--- src/rtl/mul_valrdy_requester.sv ---
// Requester front end for the iterative multiplier: buffers operand pairs, issues them
// one at a time, forwards each product and keeps self-test sum/count/timeout status.
//
// state     | meaning
// S_IDLE    | nothing outstanding, waiting for a buffered pair
// S_ISSUE   | req_val high with the FIFO head until the multiplier accepts it
// S_WAIT    | rsp_rdy high, waiting for the product with a timeout count
// S_DELIVER | out_val high with the captured product until downstream accepts
module mul_valrdy_requester #(
    parameter int n       = 6,
    parameter int DEPTH   = 4,
    parameter int TIMEOUT = 255
) (
    input  logic           clk,
    input  logic           reset,
    input  logic           in_val,
    output logic           in_rdy,
    input  logic [n-1:0]   in_a,
    input  logic [n-1:0]   in_b,
    output logic           req_val,
    input  logic           req_rdy,
    output logic [n-1:0]   req_a,
    output logic [n-1:0]   req_b,
    input  logic           rsp_val,
    output logic           rsp_rdy,
    input  logic [n-1:0]   rsp_c,
    output logic           out_val,
    input  logic           out_rdy,
    output logic [n-1:0]   out_c,
    output logic [n+3:0]   sum,
    output logic [7:0]     done_count,
    output logic           err,
    output logic           busy
);

    localparam int             AW       = $clog2(DEPTH);
    localparam logic [AW:0]    FULL_CNT = (AW+1)'(DEPTH);
    localparam logic [7:0]     TMO_MAX  = 8'(TIMEOUT);

    typedef enum logic [1:0] {
        S_IDLE    = 2'd0,
        S_ISSUE   = 2'd1,
        S_WAIT    = 2'd2,
        S_DELIVER = 2'd3
    } state_t;

    state_t r_state;
    state_t w_state_nxt;

    logic [n-1:0]  r_mem_a [DEPTH];
    logic [n-1:0]  r_mem_b [DEPTH];
    logic [AW-1:0] r_wr_ptr;
    logic [AW-1:0] r_rd_ptr;
    logic [AW:0]   r_count;
    logic [7:0]    r_tmo;
    logic [n-1:0]  r_out_c;
    logic [n+3:0]  r_sum;
    logic [7:0]    r_done;
    logic          r_err;

    logic w_full;
    logic w_empty;
    logic w_push;
    logic w_pop;
    logic w_rsp_fire;
    logic w_out_fire;
    logic w_tmo_hit;

    assign w_full     = (r_count == FULL_CNT);
    assign w_empty    = (r_count == '0);
    assign w_push     = in_val && !w_full;
    assign w_pop      = (r_state == S_ISSUE) && req_rdy;
    assign w_rsp_fire = (r_state == S_WAIT) && rsp_val;
    assign w_out_fire = (r_state == S_DELIVER) && out_rdy;
    assign w_tmo_hit  = (r_tmo == TMO_MAX);

    // Operand FIFO; the head stays put while req_val is high because pops only happen on the handshake.
    always_ff @(posedge clk or posedge reset) begin
        if (reset) begin
            for (int i = 0; i < DEPTH; i++) begin
                r_mem_a[i] <= '0;
                r_mem_b[i] <= '0;
            end
            r_wr_ptr <= '0;
            r_rd_ptr <= '0;
            r_count  <= '0;
        end else begin
            if (w_push) begin
                r_mem_a[r_wr_ptr] <= in_a;
                r_mem_b[r_wr_ptr] <= in_b;
                r_wr_ptr          <= r_wr_ptr + 1'b1;
            end
            if (w_pop) begin
                r_rd_ptr <= r_rd_ptr + 1'b1;
            end
            case ({w_push, w_pop})
                2'b10:   r_count <= r_count + 1'b1;
                2'b01:   r_count <= r_count - 1'b1;
                default: r_count <= r_count;
            endcase
        end
    end

    always_ff @(posedge clk or posedge reset) begin
        if (reset) begin
            r_state <= S_IDLE;
        end else begin
            r_state <= w_state_nxt;
        end
    end

    always_comb begin
        w_state_nxt = r_state;
        case (r_state)
            S_IDLE:    if (!w_empty) w_state_nxt = S_ISSUE;
            S_ISSUE:   if (req_rdy) w_state_nxt = S_WAIT;
            S_WAIT: begin
                // A response arriving on the last allowed cycle still wins over the abort.
                if (rsp_val) begin
                    w_state_nxt = S_DELIVER;
                end else if (w_tmo_hit) begin
                    w_state_nxt = S_IDLE;
                end
            end
            S_DELIVER: if (out_rdy) w_state_nxt = S_IDLE;
            default:   w_state_nxt = S_IDLE;
        endcase
    end

    always_ff @(posedge clk or posedge reset) begin
        if (reset) begin
            r_tmo   <= '0;
            r_out_c <= '0;
            r_sum   <= '0;
            r_done  <= '0;
            r_err   <= 1'b0;
        end else begin
            if (w_pop) begin
                r_tmo <= '0;
            end else if (r_state == S_WAIT) begin
                r_tmo <= r_tmo + 1'b1;
            end
            if (w_rsp_fire) begin
                r_out_c <= rsp_c;
            end
            if ((r_state == S_WAIT) && !rsp_val && w_tmo_hit) begin
                r_err <= 1'b1;
            end
            if (w_out_fire) begin
                r_sum  <= r_sum + (n+4)'(r_out_c);
                r_done <= r_done + 1'b1;
            end
        end
    end

    assign in_rdy     = !w_full;
    assign req_val    = (r_state == S_ISSUE);
    assign req_a      = w_empty ? '0 : r_mem_a[r_rd_ptr];
    assign req_b      = w_empty ? '0 : r_mem_b[r_rd_ptr];
    assign rsp_rdy    = (r_state == S_WAIT);
    assign out_val    = (r_state == S_DELIVER);
    assign out_c      = r_out_c;
    assign sum        = r_sum;
    assign done_count = r_done;
    assign err        = r_err;
    assign busy       = (r_state != S_IDLE) || !w_empty;

endmodule
--- config.mk ---
export PLATFORM = sky130hd
export DESIGN_NAME = mul_valrdy_requester
export DESIGN_NICKNAME = d
export VERILOG_FILES = /design/src/rtl/mul_valrdy_requester.sv
export SDC_FILE = /design/constraint.sdc
export NUM_CORES = 1
export LEC_CHECK = 0
export CORE_MARGIN = 4
export CORE_UTILIZATION = 34
export DETAILED_ROUTE_END_ITERATION = 10
export SKIP_CTS_REPAIR_TIMING = 1
export SYNTH_ARGS = -nofsm -noshare
export SYNTH_HDL_FRONTEND = slang
export SYNTH_SLANG_ARGS = --single-unit
--- constraint.sdc ---
create_clock -name clk -period 3.75 [get_ports clk]
set_clock_uncertainty 0.05 [all_clocks]
set_input_delay 0.5625 -clock clk [delete_from_list [all_inputs] [get_ports clk]]
set_output_delay 0.5625 -clock clk [all_outputs]
set_load 0.1 [all_outputs]
==> impl_results.md, run 1 <==
- CORE AREA: 12600 um^2
- Setup repair after global routing missed its margin: no
- Post-synth top area share: 51.3%
- R2R depth: 9
- Ratio of final minimum period to clock period: 74.3%
- Largest net degree at the start of global routing: 91
- Number of vias per cell: 4.85
- Synth cell count leaders: dfrtp_1 (90), mux2_2 (51), nand2_1 (24), o21ai_0 (21), nor2b_1 (17)
- Post-Syn Nets: 383
- Post-DP HPWL: 6.31 mm
- Die X: 122 um
- DR iter-0 viols: 140
- CP max-delay cell: clkdlybuf4s50_1
- WL final: 9.17 mm
- Max H-tree Level: 3
- Area grow syn2layout: 24.7%
- Reg2reg start: r_state[1]$_DFFE_PP0P_
- Die area: 14800 um^2
- CP peak stage delay: 1150 ps
- I/O Pins: 66
- Max-cap viol count: 0
- Reg2reg setup slack: 1600 ps
- Hold Fails Final Rpt: 0
- Antenna violations before repair: 0
- WS Path Type: reg -> out
- WL per Instance: 15.7 um
- Antenna viol nets, final: 0
- Vias in the first global route: 3051
- Row cnt: 41
- #FFs+latches synth: 90
- Fin nets: 450
- Hold path depth: 1
- Status: finished clean
- Synth Warn #: 0
- Max-slew headroom: 33.4%
- Worst path required time: 3140 ps
- Top cells by area, synth: dfrtp_1 (51%), mux2_2 (13%), mux4_2 (6.7%), ha_1 (3.7%), xnor2_1 (2.6%)
- Crit path cell chain: nor2_1, nand2_1, clkdlybuf4s50_1
- Aggregate global-route resource usage: 13.4%
- WHS Endpoint: done_count[7]$_DFFE_PP0P_
- Sequential share of the synthesized area: 51.3%
- Share of layout cells above drive strength 1: 25.6%
- Via Count: 2845
- Asr flop ratio synth: 100%
- Clock sinks: 90
- R2R Path End: r_count[2]$_DFFE_PP0P_
- Port bufs: 65
- Top-count cell post-synth: dfrtp_1
- Clk Latency, worst-skew pair: 330 ps
- Worst min path class: reg -> reg
- Router iterations before antenna repair: 4
- Syn Area/Cell: 12.8 um^2
- Cell area after synthesis: 4390 um^2
- First-pass GRT wire length: 15.6 mm
- Worst Setup End Kind: primary output
- Setup_tns: 0 ps
- Hold Startpoint: done_count[7]$_DFFE_PP0P_
- CP Max Fanout: 10
- Post-synth EDFFs: 0
- Fin crit period: 2790 ps
- Slew @ Worst Pin: 997 ps
- Height of the die: 122 um
- DR DRC count: 0
- Synth cell types: 41
- Crit path DAT: 2170 ps
- GRT Residual Overflow: 0
- Final setup viols: 0
- Cells after Synth: 344
- Pins Over Slew Limit: 0
- Maximum clock frequency: 359 MHz
- CTS tree: yes
- Synth Flop Type: dfrtp_1
- Root buf cell: clkbuf_16
- Routability congestion estimate: 0.800
- Antenna Cells: 0
- CTS Buf Count: 9
- Maximum clock path buffer count: 2
- Clock-pin transition on the worst setup and hold timing paths: 60 ps
- Synth area leader: dfrtp_1
- Starting Density: 34.8%
- Crit start category: flip-flop
## critical path, delay by kind of cell, from the launching register on
family                 cells  cell delay [ps]
DFF                        1              500
buffers and inverters      1             1150
and+or+nand+nor            2              180
## worst max path at each step
stage | from | endpoint | slack [ps] | cells after the start
floorplan | r_rd_ptr[0]$_DFFE_PP0N_ | req_b[0] | 790 | 4
global placement | req_rdy | r_count[2]$_DFFE_PP0P_ | 1130 | 10
detailed placement | req_rdy | r_count[2]$_DFFE_PP0P_ | 1050 | 10
CTS | r_rd_ptr[0]$_DFFE_PP0N_ | req_a[5] | 890 | 3
global route | r_rd_ptr[0]$_DFFE_PP0N_ | req_a[5] | 820 | 3
finish | r_state[1]$_DFFE_PP0P_ | busy | 960 | 3
## sequential cells by signal (all words and copies together), names as in the netlist
name        count
done_count      8
err             1
out_c           6
r_count         3
r_mem_a        24
r_mem_b        24
r_rd_ptr        2
r_state         2
r_tmo           8
r_wr_ptr        2
sum            10
## layer usage
layer	vias to the layer above	share of wire, %	wire [um]	GRT usage [%]
met5	-	0	0	0
li1	1359	-	-	-
met3	10	2.6	240	2.27
met4	0	1.7	158	5.60
met2	38	48	4430	21.2
met1	1438	47	4350	18.3
## layout by cell type, fill, tap and decap left out, types with 2 or more instances in the layout
cell type,count
o31ai_1,3
dfrtp_1,90
inv_1,14
nor3b_1,3
ha_1,13
mux2_2,51
a21o_1,2
mux4_2,13
nand2_1,24
o21ai_0,21
nand3_1,12
o21a_1,2
nor2b_1,17
nand2_2,4
a211oi_1,4
nand4_1,2
buf_4,16
nor3_1,3
xnor2_1,13
o31a_1,2
mux2i_1,2
fa_1,2
mux2_4,3
clkdlybuf4s50_1,52
and3_1,3
clkinv_2,2
xor2_1,6
o311ai_0,2
nor2_1,7
clkbuf_16,9
## area by class of cell
| cell class | instances | area, um^2 |
|---|---|---|
| inverter | 15 | 57.6 |
| clock inverter | 4 | 52.6 |
| clock buffer | 10 | 239 |
| tap | 172 | 215 |
| fill | 1209 | 7140 |
| multi-input combinational | 226 | 2000 |
| timing repair buffer | 69 | 661 |
| sequential | 90 | 2250 |
## per-stage QoR
stage	cell area, um^2	hold slack, ps	utilization [%]	std cells	setup slack [ps]
after floorplan	4390	396	-	344	786
after global placement	5190	412	41.1	572	1130
after detailed placement	5190	413	41.1	572	1050
after CTS	5480	425	43.4	586	893
after global routing	5480	433	43.4	586	818
final	5480	417	43.4	586	963
## logic make-up after synthesis
kind of cell	share of synthesized area, %
compound gates	6.15
xor+xnor	3.79
fa+ha+maj	4.61
simple gates	9.68
mux	21.2
buf+inv	3.28
flops	51.3
Power of run 1 is not shown: default switching activity piles up to over one toggle a cycle in this logic, so the estimate is an artifact.
==> inputs of run 2 (changes only) <==
==> constraint.sdc (replaced) <==
create_clock -name clk -period 2.9 [get_ports clk]
set_clock_uncertainty 0.05 [all_clocks]
set_input_delay 0.435 -clock clk [delete_from_list [all_inputs] [get_ports clk]]
set_output_delay 0.435 -clock clk [all_outputs]
set_load 0.1 [all_outputs]
==> impl_results.md, run 2 (synthesis results as in run 1) <==
- Status: finished clean (unchanged)
- Hold path depth: 1 (unchanged)
- Max-cap viol count: 0 (unchanged)
- Router iterations before antenna repair: 6 (was 4)
- Crit path DAT: 2000 ps (was 2170 ps)
- Clock-pin transition on the worst setup and hold timing paths: 60 ps (about the same)
- Final core utilization: 43.9% (was 43.4%)
- Height of the die: 122 um (unchanged)
- Die X: 122 um (unchanged)
- R2R Path End: r_count[2]$_DFFE_PP0P_ (unchanged)
- Slew @ Worst Pin: 742 ps (was 997 ps)
- Setup repair after global routing missed its margin: no (unchanged)
- WS Path Type: reg -> out (unchanged)
- CP Max Fanout: 6 (was 10)
- Worst min path class: reg -> reg (unchanged)
- Port bufs: 65 (unchanged)
- DR DRC count: 0 (unchanged)
- CTS Buf Count: 9 (unchanged)
- Reg2reg start: r_state[1]$_DFFE_PP0P_ (unchanged)
- Pins Over Slew Limit: 0 (unchanged)
- DR iter-0 viols: 73 (was 140)
- Post-DP HPWL: 6.52 mm (was 6.31 mm)
- Via Count: 2858 (was 2845)
- CORE AREA: 12600 um^2 (unchanged)
- Fin nets: 452 (was 450)
- WL per Instance: 15.3 um (was 15.7 um)
- Routability congestion estimate: 0.748 (was 0.800)
- CTS tree: yes (unchanged)
- Vias in the first global route: 2927 (was 3051)
- Clock sinks: 90 (unchanged)
- Hold Startpoint: done_count[7]$_DFFE_PP0P_ (unchanged)
- Maximum clock frequency: 402 MHz
- Worst path required time: 2410 ps (was 3140 ps)
- Max-slew headroom: 50.5% (was 33.4%)
- Clk Latency, worst-skew pair: 340 ps (was 330 ps)
- Reg2reg setup slack: 760 ps (was 1600 ps)
- Commonest non-fill, non-tap cell in the layout: dfrtp_1 (unchanged)
- Antenna viol nets, final: 0 (unchanged)
- Ratio of final minimum period to clock period: 85.7%
- Maximum clock path buffer count: 2 (unchanged)
- Filler cells: 1205 (was 1209)
- Row cnt: 41 (unchanged)
- Crit start category: flip-flop (unchanged)
- Largest net degree at the start of global routing: 52 (was 91)
- WHS Endpoint: done_count[7]$_DFFE_PP0P_ (unchanged)
- Final setup viols: 0 (unchanged)
- First-pass GRT wire length: 15.0 mm (was 15.6 mm)
- GRT Residual Overflow: 0 (unchanged)
- Die area: 14800 um^2 (unchanged)
- Starting Density: 34.8% (unchanged)
- R2R depth: 9 (unchanged)
- Max H-tree Level: 3 (unchanged)
- Root buf cell: clkbuf_16 (unchanged)
- Aggregate global-route resource usage: 12.9% (was 13.4%)
- Most frequent cells in the layout: dfrtp_1 (90), mux2_2 (51), buf_4 (38) (was dfrtp_1 (90), clkdlybuf4s50_1 (52), mux2_2 (51))
- WL final: 9.05 mm (was 9.17 mm)
- Area grow syn2layout: 26.1% (was 24.7%)
- Share of layout cells above drive strength 1: 32.8% (was 25.6%)
- Antenna violations before repair: 0 (unchanged)
- I/O Pins: 66 (unchanged)
- Fin crit period: 2490 ps
- Hold Fails Final Rpt: 0 (unchanged)
- Antenna Cells: 0 (unchanged)
- Number of vias per cell: 4.84 (was 4.85)
- Setup_tns: 0 ps (unchanged)
- Worst Setup End Kind: primary output (unchanged)
run 2: cell types whose count changed in the layout (fill, tap and decap cells not counted), moves of 2 or more:
cell / change
buf_12: +9
buf_4: +22
clkdlybuf4s50_1: -29
clkbuf_1: +2
run 2: routing by layer:
| layer | part of all wire (%) | track usage (%) |
|---|---|---|
| met1 | 47 | 17.5 |
| met3 | 2.4 | 2.79 |
| met2 | 49 | 20.6 |
| met4 | 1.7 | 4.41 |
| met5 | 0 | 0 |
run 2: worst max-delay path, cell delays in order, from the launching register on:
cell and delay (ps):
dfrtp_1 550, buf_4 250, mux4_2 490, nor2b_1 190, buf_12 180
run 2: how the worst max path moves through the flow:
stage,start,to,slack [ps],cells past startpoint
detailed placement,req_rdy,r_count[2]$_DFFE_PP0P_,290,10
CTS,r_rd_ptr[0]$_DFFE_PP0N_,req_a[5],380,4
finish,r_rd_ptr[0]$_DFFE_PP0N_,req_a[5],410,4
floorplan,r_rd_ptr[0]$_DFFE_PP0N_,req_b[0],60,4
global placement,req_rdy,r_count[2]$_DFFE_PP0P_,350,10
global route,r_rd_ptr[0]$_DFFE_PP0N_,req_a[3],320,4
run 2: through the flow:
stage | hold WS (ps) | cell area, um^2 | worst slack [ps] | instances
after floorplan | 396 | 4390 | 63.2 | 344
after global placement | 413 | 5240 | 351 | 574
after detailed placement | 429 | 5240 | 293 | 574
after CTS | 438 | 5540 | 383 | 590
after global routing | 465 | 5540 | 317 | 590
final | 433 | 5540 | 414 | 590
run 2: area by class of cell:
| class | instances | area, um^2 | area share [%] |
|---|---|---|---|
| Sequential cell | 90 | 2250 | 40.7 |
| Multi-Input combinational cell | 226 | 2000 | 36.1 |
| Timing Repair Buffer | 71 | 716 | 12.9 |
| Clock buffer | 11 | 233 | 4.20 |
| Tap cell | 172 | 215 | 3.89 |
| Clock inverter | 5 | 63.8 | 1.15 |
| Inverter | 15 | 57.6 | 1.04 |
Power of run 2 is left out for the same reason.
==> inputs of run 3 (changes only) <==
--- a/config.mk
+++ b/config.mk
@@ -7,6 +7,7 @@
 export LEC_CHECK = 0
 export CORE_MARGIN = 4
 export CORE_UTILIZATION = 34
+export CTS_CLUSTER_SIZE = 28
 export DETAILED_ROUTE_END_ITERATION = 10
 export SKIP_CTS_REPAIR_TIMING = 1
 export SYNTH_ARGS = -nofsm -noshare
==> constraint.sdc (replaced) <==
create_clock -name clk -period 2 [get_ports clk]
set_clock_uncertainty 0.05 [all_clocks]
set_input_delay 0.3 -clock clk [delete_from_list [all_inputs] [get_ports clk]]
set_output_delay 0.3 -clock clk [all_outputs]
set_load 0.1 [all_outputs]
==> impl_results.md, run 3 (synthesis results as in run 1) <==
- Max-cap viol count: 0 (unchanged)
- Setup repair after global routing missed its margin: yes (was no)
- CORE AREA: 12600 um^2 (unchanged)
- I/O Pins: 66 (unchanged)
- Final setup viols: 12 (was 0)
- Antenna violations before repair: 0 (unchanged)
- Hold Fails Final Rpt: 0 (unchanged)
- Antenna Cells: 0 (unchanged)
- Height of the die: 122 um (unchanged)
- CTS tree: yes (unchanged)
- Setup WS post-layout: -78.6 ps (was 414 ps)
- Reg2reg start: sum[0]$_DFFE_PP0P_ (was r_state[1]$_DFFE_PP0P_)
- WP depth: 4 (unchanged)
- Die area: 14800 um^2 (unchanged)
- WL per Instance: 15.3 um (about the same)
- Seq. cell area: 2270 um^2 (was 2250 um^2)
- DR DRC count: 0 (unchanged)
- Worst path required time: 1650 ps (was 2410 ps)
- Router iterations before antenna repair: 4 (was 6)
- Number of vias per cell: 4.79 (was 4.84)
- DR iter-0 viols: 150 (was 73)
- Final core utilization: 47.4% (was 43.9%)
- Area grow syn2layout: 36.1% (was 26.1%)
- Starting Density: 34.8% (unchanged)
- Fin crit period: 2080 ps
- Worst min path class: in -> async (was reg -> reg)
- Vias in the first global route: 3037 (was 2927)
- Row cnt: 41 (unchanged)
- CP Max Fanout: 7 (was 6)
- Pins Over Slew Limit: 0 (unchanged)
- Dpl cell area: 5560 um^2 (was 5240 um^2)
- Maximum clock path buffer count: 2 (unchanged)
- Routability congestion estimate: 0.789 (was 0.748)
- Commonest non-fill, non-tap cell in the layout: dfrtp_1 (unchanged)
- Most frequent cells in the layout: dfrtp_1 (77), mux2_2 (51), buf_4 (44) (was dfrtp_1 (90), mux2_2 (51), buf_4 (38))
- Worst Setup End Kind: primary output (unchanged)
- WS Path Type: reg -> out (unchanged)
- WL final: 9.35 mm (was 9.05 mm)
- Antenna viol nets, final: 0 (unchanged)
- Multi-input logic area: 2100 um^2 (was 2000 um^2)
- CP max-delay cell: mux4_2 (was dfrtp_1)
- Root buf cell: clkbuf_16 (unchanged)
- Maximum clock frequency: 481 MHz
- Slew @ Worst Pin: 472 ps (was 742 ps)
- Ratio of final minimum period to clock period: 104%
- R2R depth: 7 (was 9)
- Fin nets: 472 (was 452)
- Largest net degree at the start of global routing: 38 (was 52)
- Failing checks: setup timing
- Max-slew headroom: 68.1% (was 50.5%)
- Crit start category: flip-flop (unchanged)
- Post-DP HPWL: 6.74 mm (was 6.52 mm)
- Reg2reg setup slack: 60 ps (was 760 ps)
- First-pass GRT wire length: 15.4 mm (was 15.0 mm)
- Clock sinks: 90 (unchanged)
- Crit path cell chain: buf_6, mux4_2, nor2b_1, buf_12 (was buf_4, mux4_2, nor2b_1, buf_12)
- Port bufs: 65 (unchanged)
- Worst path buffer plus inverter count: 2 (unchanged)
- Share of layout cells above drive strength 1: 42.8% (was 32.8%)
- R2R Path End: sum[6]$_DFFE_PP0P_ (was r_count[2]$_DFFE_PP0P_)
- Clk Latency, worst-skew pair: 330 ps (was 340 ps)
- Crit path DAT: 1730 ps (was 2000 ps)
- Max H-tree Level: 3 (unchanged)
- CP delay by family, top: multiplexers (was flip-flops)
- Die X: 122 um (unchanged)
- Aggregate global-route resource usage: 13.1% (was 12.9%)
- Status: complete, but fails checks (was finished clean)
- Clock-pin transition on the worst setup and hold timing paths: 60 ps (about the same)
- CP peak stage delay: 490 ps (was 550 ps)
- CTS Buf Count: 9 (unchanged)
- Filler cells: 1177 (was 1205)
- Pre-CTS setup slack: -218 ps (was 293 ps)
- Cell area after layout: 5980 um^2 (was 5540 um^2)
- Via Count: 2918 (was 2858)
- Setup_tns: -628 ps (was 0 ps)
- GRT Residual Overflow: 0 (unchanged)
-- run 3: cell count changes in the layout (fill, tap and decap cells not counted), sizes merged --
cell      change
inv           -2
bufinv        +1
buf          +20
clkinvlp      +2
clkinv        -2
-- run 3: final cells by class --
type / instances / share of cell area [%]
clock buffers: 11 / 4.06
inverters: 15 / 1.07
multi-input cells: 226 / 35.2
flip-flops and latches: 90 / 38.0
clock inverters: 4 / 1.28
repair buffers: 91 / 16.8
well taps: 172 / 3.60
-- run 3: worst max path at each step --
| stage | start | end | slack [ps] |
|---|---|---|---|
| 3_3_place_gp | req_rdy | r_count[2]$_DFFE_PP0P_ | -190 |
| 5_1_grt | r_rd_ptr[0]$_DFFE_PP0N_ | req_a[4] | -150 |
| 3_5_place_dp | req_rdy | r_count[2]$_DFFE_PP0P_ | -220 |
| 4_1_cts | r_rd_ptr[0]$_DFFE_PP0N_ | req_b[0] | -140 |
| 2_1_floorplan | r_rd_ptr[0]$_DFFE_PP0N_ | req_a[0] | -590 |
| 6_report | r_rd_ptr[0]$_DFFE_PP0N_ | req_a[4] | -80 |
-- run 3: layer usage --
| metal | vias to the layer above | share of wire (%) | track usage (%) |
|---|---|---|---|
| li1 | 1396 | - | - |
| met1 | 1474 | 47 | 18.4 |
| met2 | 36 | 49 | 20.4 |
| met3 | 12 | 2.6 | 2.00 |
| met4 | 0 | 1.8 | 5.67 |
| met5 | - | 0 | 0 |
-- run 3: stage by stage --
stage / hold WS (ps) / instances
floorplan: 396 / 344
global placement: 414 / 586
detailed placement: 413 / 586
CTS: 294 / 601
global route: 320 / 609
finish: 290 / 609
-- run 3: worst register-to-register path: stages, from the launching register on --
cell and delay [ps]:
dfrtp_2 420, ha_4 170, inv_1 60, fa_2 220, nor2b_2 50, o31a_1 340
or4b_1 480, nand3_1 80
Power of run 3 is left out for the same reason.
